File: src/rtl/mouse_ps2_packet_rx.sv
// ---------------------------------------------------------------------------
// mouse_ps2_packet_rx
//
// PS/2 mouse receiver that runs entirely in the system clock domain. The raw
// PS/2 clock and data pins are synchronised, the PS/2 clock is de-glitched by
// a run-length filter, and the falling edges of the filtered clock drive an
// 11-bit frame deserialiser (start, 8 data LSB-first, odd parity, stop).
// Accepted bytes are assembled into 3-byte (standard) or 4-byte (wheel)
// movement packets, and the decoded fields are published with a one-cycle
// pkt_valid strobe. A watchdog abandons partial frames/packets when the
// mouse stops clocking.
//
// Parameters
//   SYNC_STAGES     flops in each pin synchroniser (>= 2)
//   FILTER_LEN      consecutive differing samples before the filtered clock flips
//   TIMEOUT_CYCLES  busy cycles without a PS/2 clock fall before abandoning
//   PACKET_BYTES    3 (standard) or 4 (wheel)
//
// Ports
//   clock_100Mhz  in   system clock
//   reset         in   synchronous, active-high reset
//   mouse_clk     in   raw PS/2 clock pin (asynchronous)
//   mouse_data    in   raw PS/2 data pin (asynchronous)
//   pkt_valid     out  one-cycle strobe: a new packet is on the outputs
//   buttons       out  {middle, right, left}
//   dx, dy        out  signed 9-bit deltas, saturated on overflow
//   dz            out  signed 4-bit wheel delta (0 for 3-byte packets)
//   x_ovf, y_ovf  out  overflow flags of the last packet
//   frame_err     out  one-cycle strobe: parity, stop or sync-bit error
//   timeout_err   out  one-cycle strobe: partial frame/packet abandoned
// ---------------------------------------------------------------------------
module mouse_ps2_packet_rx #(
    parameter int SYNC_STAGES    = 2,
    parameter int FILTER_LEN     = 8,
    parameter int TIMEOUT_CYCLES = 200000,
    parameter int PACKET_BYTES   = 3
) (
    input  logic              clock_100Mhz,
    input  logic              reset,
    input  logic              mouse_clk,
    input  logic              mouse_data,
    output logic              pkt_valid,
    output logic [2:0]        buttons,
    output logic signed [8:0] dx,
    output logic signed [8:0] dy,
    output logic signed [3:0] dz,
    output logic              x_ovf,
    output logic              y_ovf,
    output logic              frame_err,
    output logic              timeout_err
);

    localparam int FW = $clog2(FILTER_LEN + 1);
    localparam int TW = $clog2(TIMEOUT_CYCLES + 1);
    localparam logic [FW-1:0] FILT_TERM = FW'(FILTER_LEN - 1);
    localparam logic [TW-1:0] TO_TERM   = TW'(TIMEOUT_CYCLES - 1);
    localparam logic [1:0]    LAST_IDX  = 2'(PACKET_BYTES - 1);

    typedef enum logic [1:0] {
        ST_IDLE,
        ST_DATA,
        ST_PARITY,
        ST_STOP
    } state_t;

    // Overflowed deltas clamp to the extreme of the direction given by the sign.
    function automatic logic signed [8:0] sat_delta(input logic       sign_bit,
                                                    input logic       ovf,
                                                    input logic [7:0] mag);
        if (ovf) begin
            return sign_bit ? 9'sh100 : 9'sh0FF;
        end
        return $signed({sign_bit, mag});
    endfunction

    // Synchroniser and clock filter
    logic [SYNC_STAGES-1:0] clk_sync_q;
    logic [SYNC_STAGES-1:0] data_sync_q;
    logic                   filt_q, filt_d;
    logic                   filt_dly_q;
    logic [FW-1:0]          filt_cnt_q, filt_cnt_d;

    logic clk_s;
    logic ps2_data;
    logic fall;

    // Frame FSM and packet assembly
    state_t        state_q, state_d;
    logic [2:0]    bit_cnt_q, bit_cnt_d;
    logic [7:0]    shift_q, shift_d;
    logic          par_q, par_d;
    logic [1:0]    idx_q, idx_d;
    logic [7:0]    byte0_q, byte0_d;
    logic [7:0]    byte1_q, byte1_d;
    logic [7:0]    byte2_q, byte2_d;
    logic [TW-1:0] idle_cnt_q, idle_cnt_d;

    // FSM decode strobes
    logic byte_ok;
    logic stop_err;
    logic sync_err;
    logic store;
    logic last_byte;
    logic busy;
    logic timeout_hit;

    // Output registers
    logic              pkt_valid_q, pkt_valid_d;
    logic [2:0]        buttons_q, buttons_d;
    logic signed [8:0] dx_q, dx_d;
    logic signed [8:0] dy_q, dy_d;
    logic signed [3:0] dz_q, dz_d;
    logic              x_ovf_q, x_ovf_d;
    logic              y_ovf_q, y_ovf_d;
    logic              frame_err_q, frame_err_d;
    logic              timeout_err_q, timeout_err_d;

    logic [7:0] pb0, pb1, pb2;

    assign clk_s    = clk_sync_q[SYNC_STAGES-1];
    assign ps2_data = data_sync_q[SYNC_STAGES-1];
    // Both operands are registered, so the fall strobe is glitch-free and
    // lasts exactly one cycle.
    assign fall     = filt_dly_q & ~filt_q;

    // ---------------- synchroniser / filter ----------------
    always_comb begin
        filt_d     = filt_q;
        filt_cnt_d = filt_cnt_q;
        if (clk_s == filt_q) begin
            filt_cnt_d = '0;
        end else if (filt_cnt_q == FILT_TERM) begin
            filt_d     = ~filt_q;
            filt_cnt_d = '0;
        end else begin
            filt_cnt_d = filt_cnt_q + 1'b1;
        end
    end

    always_ff @(posedge clock_100Mhz) begin
        if (reset) begin
            // Preset to the idle-bus level so reset never manufactures a fall.
            clk_sync_q  <= '1;
            data_sync_q <= '1;
            filt_q      <= 1'b1;
            filt_dly_q  <= 1'b1;
            filt_cnt_q  <= '0;
        end else begin
            clk_sync_q  <= {clk_sync_q[SYNC_STAGES-2:0], mouse_clk};
            data_sync_q <= {data_sync_q[SYNC_STAGES-2:0], mouse_data};
            filt_q      <= filt_d;
            filt_dly_q  <= filt_q;
            filt_cnt_q  <= filt_cnt_d;
        end
    end

    // ---------------- frame FSM: state register ----------------
    always_ff @(posedge clock_100Mhz) begin
        if (reset) begin
            state_q <= ST_IDLE;
        end else begin
            state_q <= state_d;
        end
    end

    // ---------------- frame FSM: next state ----------------
    always_comb begin
        state_d = state_q;
        if (timeout_hit) begin
            state_d = ST_IDLE;
        end else if (fall) begin
            unique case (state_q)
                ST_IDLE:   if (!ps2_data) state_d = ST_DATA;
                ST_DATA:   if (bit_cnt_q == 3'd7) state_d = ST_PARITY;
                ST_PARITY: state_d = ST_STOP;
                ST_STOP:   state_d = ST_IDLE;
                default:   state_d = ST_IDLE;
            endcase
        end
    end

    // ---------------- frame FSM: outputs / decode ----------------
    always_comb begin
        byte_ok   = fall && (state_q == ST_STOP) && ps2_data && (^{shift_q, par_q});
        stop_err  = fall && (state_q == ST_STOP) && !(ps2_data && (^{shift_q, par_q}));
        // The first byte of every packet carries a constant 1 in bit 3; a
        // byte without it cannot be a packet start, so resynchronise.
        sync_err  = byte_ok && (idx_q == 2'd0) && !shift_q[3];
        store     = byte_ok && !sync_err;
        last_byte = store && (idx_q == LAST_IDX);
        busy      = (state_q != ST_IDLE) || (idx_q != 2'd0);
        // A fall in the terminal cycle is real activity and wins.
        timeout_hit = !fall && busy && (idle_cnt_q == TO_TERM);
    end

    // ---------------- datapath next state ----------------
    always_comb begin
        bit_cnt_d  = bit_cnt_q;
        shift_d    = shift_q;
        par_d      = par_q;
        idx_d      = idx_q;
        byte0_d    = byte0_q;
        byte1_d    = byte1_q;
        byte2_d    = byte2_q;
        idle_cnt_d = idle_cnt_q;

        pkt_valid_d   = 1'b0;
        frame_err_d   = stop_err | sync_err;
        timeout_err_d = timeout_hit;
        buttons_d     = buttons_q;
        dx_d          = dx_q;
        dy_d          = dy_q;
        dz_d          = dz_q;
        x_ovf_d       = x_ovf_q;
        y_ovf_d       = y_ovf_q;

        pb0 = byte0_q;
        pb1 = byte1_q;
        pb2 = (PACKET_BYTES == 3) ? shift_q : byte2_q;

        if (fall) begin
            idle_cnt_d = '0;
        end else if (busy && !timeout_hit) begin
            idle_cnt_d = idle_cnt_q + 1'b1;
        end else begin
            idle_cnt_d = '0;
        end

        if (fall) begin
            unique case (state_q)
                ST_IDLE:   bit_cnt_d = 3'd0;
                ST_DATA: begin
                    shift_d   = {ps2_data, shift_q[7:1]};
                    bit_cnt_d = bit_cnt_q + 1'b1;
                end
                ST_PARITY: par_d = ps2_data;
                default:   ;
            endcase
        end

        if (timeout_hit || stop_err) begin
            idx_d = 2'd0;
        end else if (store) begin
            unique case (idx_q)
                2'd0:    byte0_d = shift_q;
                2'd1:    byte1_d = shift_q;
                default: byte2_d = shift_q;
            endcase
            idx_d = last_byte ? 2'd0 : idx_q + 2'd1;
        end

        if (last_byte) begin
            pkt_valid_d = 1'b1;
            buttons_d   = pb0[2:0];
            x_ovf_d     = pb0[6];
            y_ovf_d     = pb0[7];
            dx_d        = sat_delta(pb0[4], pb0[6], pb1);
            dy_d        = sat_delta(pb0[5], pb0[7], pb2);
            dz_d        = (PACKET_BYTES == 4) ? $signed(shift_q[3:0]) : 4'sd0;
        end
    end

    // ---------------- registers ----------------
    always_ff @(posedge clock_100Mhz) begin
        // Frame payload registers are always rewritten before use.
        bit_cnt_q <= bit_cnt_d;
        shift_q   <= shift_d;
        par_q     <= par_d;
        byte0_q   <= byte0_d;
        byte1_q   <= byte1_d;
        byte2_q   <= byte2_d;
        if (reset) begin
            idx_q         <= 2'd0;
            idle_cnt_q    <= '0;
            pkt_valid_q   <= 1'b0;
            buttons_q     <= 3'd0;
            dx_q          <= '0;
            dy_q          <= '0;
            dz_q          <= '0;
            x_ovf_q       <= 1'b0;
            y_ovf_q       <= 1'b0;
            frame_err_q   <= 1'b0;
            timeout_err_q <= 1'b0;
        end else begin
            idx_q         <= idx_d;
            idle_cnt_q    <= idle_cnt_d;
            pkt_valid_q   <= pkt_valid_d;
            buttons_q     <= buttons_d;
            dx_q          <= dx_d;
            dy_q          <= dy_d;
            dz_q          <= dz_d;
            x_ovf_q       <= x_ovf_d;
            y_ovf_q       <= y_ovf_d;
            frame_err_q   <= frame_err_d;
            timeout_err_q <= timeout_err_d;
        end
    end

    assign pkt_valid   = pkt_valid_q;
    assign buttons     = buttons_q;
    assign dx          = dx_q;
    assign dy          = dy_q;
    assign dz          = dz_q;
    assign x_ovf       = x_ovf_q;
    assign y_ovf       = y_ovf_q;
    assign frame_err   = frame_err_q;
    assign timeout_err = timeout_err_q;

endmodule
File: config.mk
export PLATFORM = sky130hd
export DESIGN_NAME = mouse_ps2_packet_rx
export DESIGN_NICKNAME = d
export VERILOG_FILES = /design/src/rtl/mouse_ps2_packet_rx.sv
export SDC_FILE = /design/constraint.sdc
export NUM_CORES = 1
export LEC_CHECK = 0
export BUFFER_PORTS_ARGS = -buffer_cell sky130_fd_sc_hd__buf_2
export CAP_MARGIN = 20
export CORE_ASPECT_RATIO = 1.2
export CORE_MARGIN = 2
export CORE_UTILIZATION = 45
export CTS_BUF_LIST = sky130_fd_sc_hd__clkbuf_16
export DETAILED_ROUTE_END_ITERATION = 8
export GPL_TIMING_DRIVEN = 1
export SYNTH_ARGS = -nofsm -noshare
export SYNTH_HDL_FRONTEND = slang
export SYNTH_SLANG_ARGS = --single-unit
File: constraint.sdc
create_clock -name clock_100Mhz -period 2.7 [get_ports clock_100Mhz]
set_input_delay 0.405 -clock clock_100Mhz [delete_from_list [all_inputs] [get_ports clock_100Mhz]]
set_output_delay 0.405 -clock clock_100Mhz [all_outputs]
set_load 0.05 [all_outputs]
# Word-level counts from Yosys, hierarchy flattened
# Cells that the tools add are included.
dict set report word_totals {
  register_bits 86
  input_bits 4
  output_inout_bits 30
}
dict set report op_classes {
  add_sub_neg 4
  eq_ne 11
  mux 16
  n_bitwise 6
  n_reduce_logical 36
}
# cell n
set op_table {}
lappend op_table {{$mux 9} 6}
lappend op_table {{$add 18x1->18 const B} 1}
lappend op_table {{$eq 18x18->1 const B} 1}
lappend op_table {{$logic_and 1x1->1} 12}
lappend op_table {{$reduce_and 3->1} 3}
lappend op_table {{$reduce_xor 9->1} 1}
lappend op_table {{$pmux 2 s4} 1}
lappend op_table {{$reduce_and 2->1} 4}
lappend op_table {{$eq 2x2->1 const B} 3}
lappend op_table {{$mux 2} 3}
lappend op_table {{$pmux 3 s2} 1}
lappend op_table {{$reduce_bool 2->1} 3}
lappend op_table {{$reduce_or 3->1} 2}
lappend op_table {{$logic_not 1->1} 5}
lappend op_table {{$mux 1} 5}
lappend op_table {{$add 4x1->4 const B} 1}
lappend op_table {{$eq 2x1->1 const B} 2}
lappend op_table {{$eq 4x3->1 const B} 1}
lappend op_table {{$logic_not 2->1} 2}
lappend op_table {{$ne 2x2->1 const B} 2}
lappend op_table {{$not 1->1} 4}
lappend op_table {{$reduce_or 2->1} 2}
lappend op_table {{$add 3x1->3 const B} 1}
lappend op_table {{$eq 3x3->1 const B} 1}
lappend op_table {{other kinds (5)} 6}

# Longest topological paths before layout
dict set report depth {
  word_depth 12
  depth_mapped 8
  depth_no_buf 6
}

# Worst setup path after synthesis
# OpenSTA, ideal clock, no wires.
dict set report synth_timing {
  path_type {reg-to-reg}
  startpoint {reg shift_q[4], in the netlist pb2[4]}
  endpoint {reg byte1_q[0], enable pin}
  setup_ps 381
  t_arrival_ps 1976
  path_slack_ps 343
  path_stages_with_launch 5
  period_less_slack_ps 2357
  cell_sequence {edfxtp_1 -> xor2_1 -> xnor3_1 -> mux2_4 -> nor4b_2}
}
dict set report synth_via {
  elab_chain_cells 7
  word_cells_on_any_way 12
  cone_classes {bitwise: 1; reduce/logical: 11}
}
# element line
set synth_lines {}
lappend synth_lines {{start, declared} 90} ;# logic [7:0] shift_q, shift_d;
lappend synth_lines {{start signal, assigned} 267} ;# shift_q <= shift_d;
lappend synth_lines {{$reduce_xor 9->1 (*)} {184, 185}}
lappend synth_lines {{$logic_and 1x1->1 (on tied branches)} {184, 185}}
lappend synth_lines {{$logic_and 1x1->1 / $logic_not 1->1 (equally long branches)} {188, 185}}
lappend synth_lines {{$logic_and 1x1->1 (on tied branches)} {188, 185}}
lappend synth_lines {{$logic_not 1->1 / $logic_or 1x1->1 (equally long branches)} {189, 241}}
lappend synth_lines {{$logic_and 1x1->1 / $not 1->1 (equally long branches)} n/a}
lappend synth_lines {{$reduce_and 3->1 (no line) (*)} n/a}
lappend synth_lines {{end signal, assigned} 270} ;# byte1_q <= byte1_d;
lappend synth_lines {{end, declared} 94} ;# logic [7:0] byte1_q, byte1_d;
# Every way passes the cells marked *; elsewhere a longest branch is shown, timed or not.
# A chain may end at the register's enable or synchronous reset.

# Final worst setup path
dict set report layout_timing {
  startpoint {reg shift_q[3], in the netlist pb2[3]}
  endpoint {reg byte0_q[5], enable pin}
}
dict set report layout_via {
  elab_chain_cells 7
  word_cells_on_any_way 13
  cone_classes {bitwise: 1; reduce/logical: 12}
}
# element line
set layout_lines {}
lappend layout_lines {{$reduce_xor 9->1} {184, 185}}
lappend layout_lines {{$logic_and 1x1->1 (on tied branches)} {184, 185}}
lappend layout_lines {{$logic_and 1x1->1 / $logic_not 1->1 (equally long branches)} {188, 185}}
lappend layout_lines {{$logic_and 1x1->1 (on tied branches)} {188, 185}}
lappend layout_lines {{$logic_not 1->1 / $logic_or 1x1->1 (equally long branches)} {189, 241}}
lappend layout_lines {{$logic_and 1x1->1 / $not 1->1 (equally long branches)} n/a}
lappend layout_lines {{$reduce_and 3->1 (no line) (*)} n/a}
lappend layout_lines {{end signal, assigned} 269} ;# byte0_q <= byte0_d;
lappend layout_lines {{end, declared} 93} ;# logic [7:0] byte0_q, byte0_d;
# Marked as above.

==> out/metrics.yaml <==
port_buffers: 29
ys_top_cells_by_area: "dfxtp_1, edfxtp_1, a21oi_1"
slew_headroom_pct: 55.69
setup_viol: 0
gp_congestion: 0.7584
pwr-share-clk_pct: 45.8
cts_tree: "built"
drcViolationCount: 0
clk_path_buf_depth: 2
track_usage_pct: 15.48
die_h_um: 100.3
fin_area_um2: 3966
tightest_slew_ps: 664.6
dr.first_iter.drc_count: 98
grt_pass1_wl_um: 10040
area_growth_syn_to_layout_pct: 14.07
root_buffer: "clkbuf_16"
p_leak_nw: 1.454
core_um2: 7576
startpoint_type: "flop"
vias: 2321
dpl_cell_area_um2: 3694
skew_ps: 7.299
arrival_ps: 2410
vdd_ir_drop_max_mv: 0.3683
drv_slew: 0
netSwitchingFraction_pct: 21.76
antenna_found_initial: 0
first_pass_iters: 4
synth-warning-count: 0
slowest_stage: "edfxtp_1"
clk_pin_slew_worst_paths_ps: 60
nets: 361
postCtsSetupRepairBufs: 0
grt_use_met3_pct: 4.112
ctsResizeCount: 0
p_comb_share_pct: 1.4
clock_latency_ps: 340
wl_per_cell_um: 13.86
viasPerCell: 5.216
grt_use_met2_pct: 26.50
report.power.total_mw: 2.492
busiest_layer: "met2"
cts_hold_buf: 0
async_flop_share_pct: 0
start_util_pct: 45.90
dieArea_um2: 8449
synthDominantCellAreaShare_pct: 33.39
ant_nets: 0
worstPathRequired_ps: 2710
synth_seq_cells: 85
synth_top_area_cell: "dfxtp_1"
wl_um: 6166
path_cells: "xor2_1 -> xnor3_1 -> mux2_4 -> or3_1 -> inv_1"
clkSinkCount: 85
drv_cap: 0
place_hpwl_um: 4168
critPathKind: "reg -> reg"
rsz0062_at_grt: "no"
rows: 35
syn_inst: 318
io-pin-count: 34
grt_start_max_net_pins: 45
critical_path.max_fanout: 7
worst_slack_ps: 297.5
power.internal_mw: 1.950
fin_crit_sh_pct: 88.98
syn_area_per_cell_um2: 10.93
min_path_type: "in -> reg"
crit_buf_inv: 1
grt_pass1_vias: 2121
fmax_mhz: 416.2
grtUsageMet1_pct: 17.70
yosysSeqAreaShare_pct: 56.71
overflow: 0
fin_setup_tns_ps: 0
utilization_pct: 52.35
drive_gt1_share_pct: 16.43
slowest_delay_ps: 480
end_kind: "flop"
syn_area_um2: 3477
dp_slack_ps: 309.0
synth_edf_count: 27
die_w_um: 84.25
antenna_cells: 0
yosysUniqueCellTypes: 41
hold_viol_final: 0
p_switching_uw: 542.3
p_seq_share_pct: 52.7
h-tree-depth: 3
min_period_ps: 2402
cp_top_family: "XOR/XNOR gates"
synth_ff_type: "dfxtp_1"
cts_buffers: 9
p_per_area_nw_per_um2: 628.4
status: "finished clean"
==> registers in the layout (all words and copies together) (netlist names), 2 cells and up <==
name / cells
bit_cnt_q: 3
buttons: 3
state_q: 2
dy: 9
byte1_q: 8
idx_q: 2
data_sync_q: 2
clk_sync_q: 2
dx: 9
pb2: 8
filt_cnt_q: 4
idle_cnt_q: 18
byte0_q: 7
==> area by class of cell <==
cell class	count	area, µm²
Clock buffer	9	225.2
Clock inverter	7	47.55
Fill cell	715	3610
Inverter	8	30.03
Multi-Input combinational cell	210	1394
Sequential cell	85	1972
Tap cell	92	115.1
Timing Repair Buffer	34	182.7
==> cell families after synthesis <==
kind of cell	after synthesis	share of synthesized area [%]
flip-flops	85	56.71
adder cells (fa/ha/maj)	9	3.239
AO/OA/AOI/OAI	62	10.72
other	1	0.1078
multiplexers	7	2.159
buffers and inverters	26	3.670
AND/OR/NAND/NOR	104	16.55
XOR/XNOR	24	6.837
==> metrics by stage <==
| stage | hold WS [ps] | std cells |
|---|---|---|
| 5_1_grt | 243.8 | 445 |
| 4_1_cts | 239.9 | 445 |
| 6_report | 249.1 | 445 |
| 2_1_floorplan | 389.5 | 321 |
| 3_3_place_gp | 392.3 | 429 |
| 3_5_place_dp | 398.0 | 429 |
==> cells in the final DEF, fill, tap and decap left out, types with 2 or more instances in the layout <==
| master | Yosys | final |
|---|---|---|
| nor2_1 | 28 | 28 |
| buf_4 | 6 | 5 |
| or3_1 | 2 | 2 |
| nand4b_1 | 5 | 5 |
| and2_1 | 6 | 6 |
| buf_2 | 6 | 29 |
| a211oi_1 | 17 | 17 |
| nor2b_1 | 3 | 3 |
| dfxtp_1 | 58 | 58 |
| a21o_1 | 2 | 2 |
| inv_1 | 6 | 6 |
| xor2_1 | 7 | 7 |
| nand2_1 | 10 | 10 |
| conb_1 | 1 | 4 |
| nand4_1 | 2 | 2 |
| and3_1 | 2 | 2 |
| nor4_1 | 3 | 3 |
| o21ai_0 | 5 | 5 |
| edfxtp_1 | 27 | 27 |
| mux2i_1 | 6 | 6 |
| xnor3_1 | 2 | 2 |
| inv_6 | 0 | 2 |
| clkbuf_16 | 0 | 9 |
| inv_4 | 0 | 2 |
| xnor2_1 | 15 | 15 |
| and4_1 | 3 | 3 |
| nand2b_1 | 13 | 13 |
| nor3_1 | 8 | 8 |
| ha_1 | 9 | 9 |
| or2_2 | 5 | 5 |
| a21oi_1 | 34 | 34 |
| nand3_1 | 8 | 8 |
| clkinv_1 | 2 | 3 |
==> routing by layer <==
layer	wire [µm]	share of wire (%)	up-vias
met1	2663	43	1094
li1	-	-	1183
met4	129	2.1	0
met2	3176	52	33
met5	0	0	-
met3	196	3.2	11
==> power groups by stage <==
stage	logic, mW	registers (mW)	clock network (mW)
floorplan	0.0362	1.34	0
global placement	0.0362	1.34	0
detailed placement	0.0365	1.34	0
CTS	0.0366	1.31	1.17
global route	0.0393	1.31	1.23
finish	0.0361	1.31	1.14
==> cells in the mapped netlist (6+ instances only) <==
cell      instances
clkbuf_1          6
nand2b_1         13
buf_4             6
nand2_1          10
a21oi_1          34
and2_1            6
ha_1              9
mux2i_1           6
buf_2             6
dfxtp_1          58
edfxtp_1         27
nor2_1           28
nor3_1            8
xor2_1            7
a211oi_1         17
inv_1             6
nand3_1           8
xnor2_1          15
==> final timing paths <==
kind / start / endpoint / slack, ps / depth (start not counted)
setup / recovery: pb2[3] / byte0_q[5] / 300 / 5
hold / removal: mouse_data / data_sync_q[0] / 250 / 2
setup reg to reg: pb2[3] / byte0_q[5] / 300 / 5
hold reg to reg: clk_sync_q[0] / clk_sync_q[1] / 400 / 1
No activity file was read; power rests on OpenSTA's default activity.
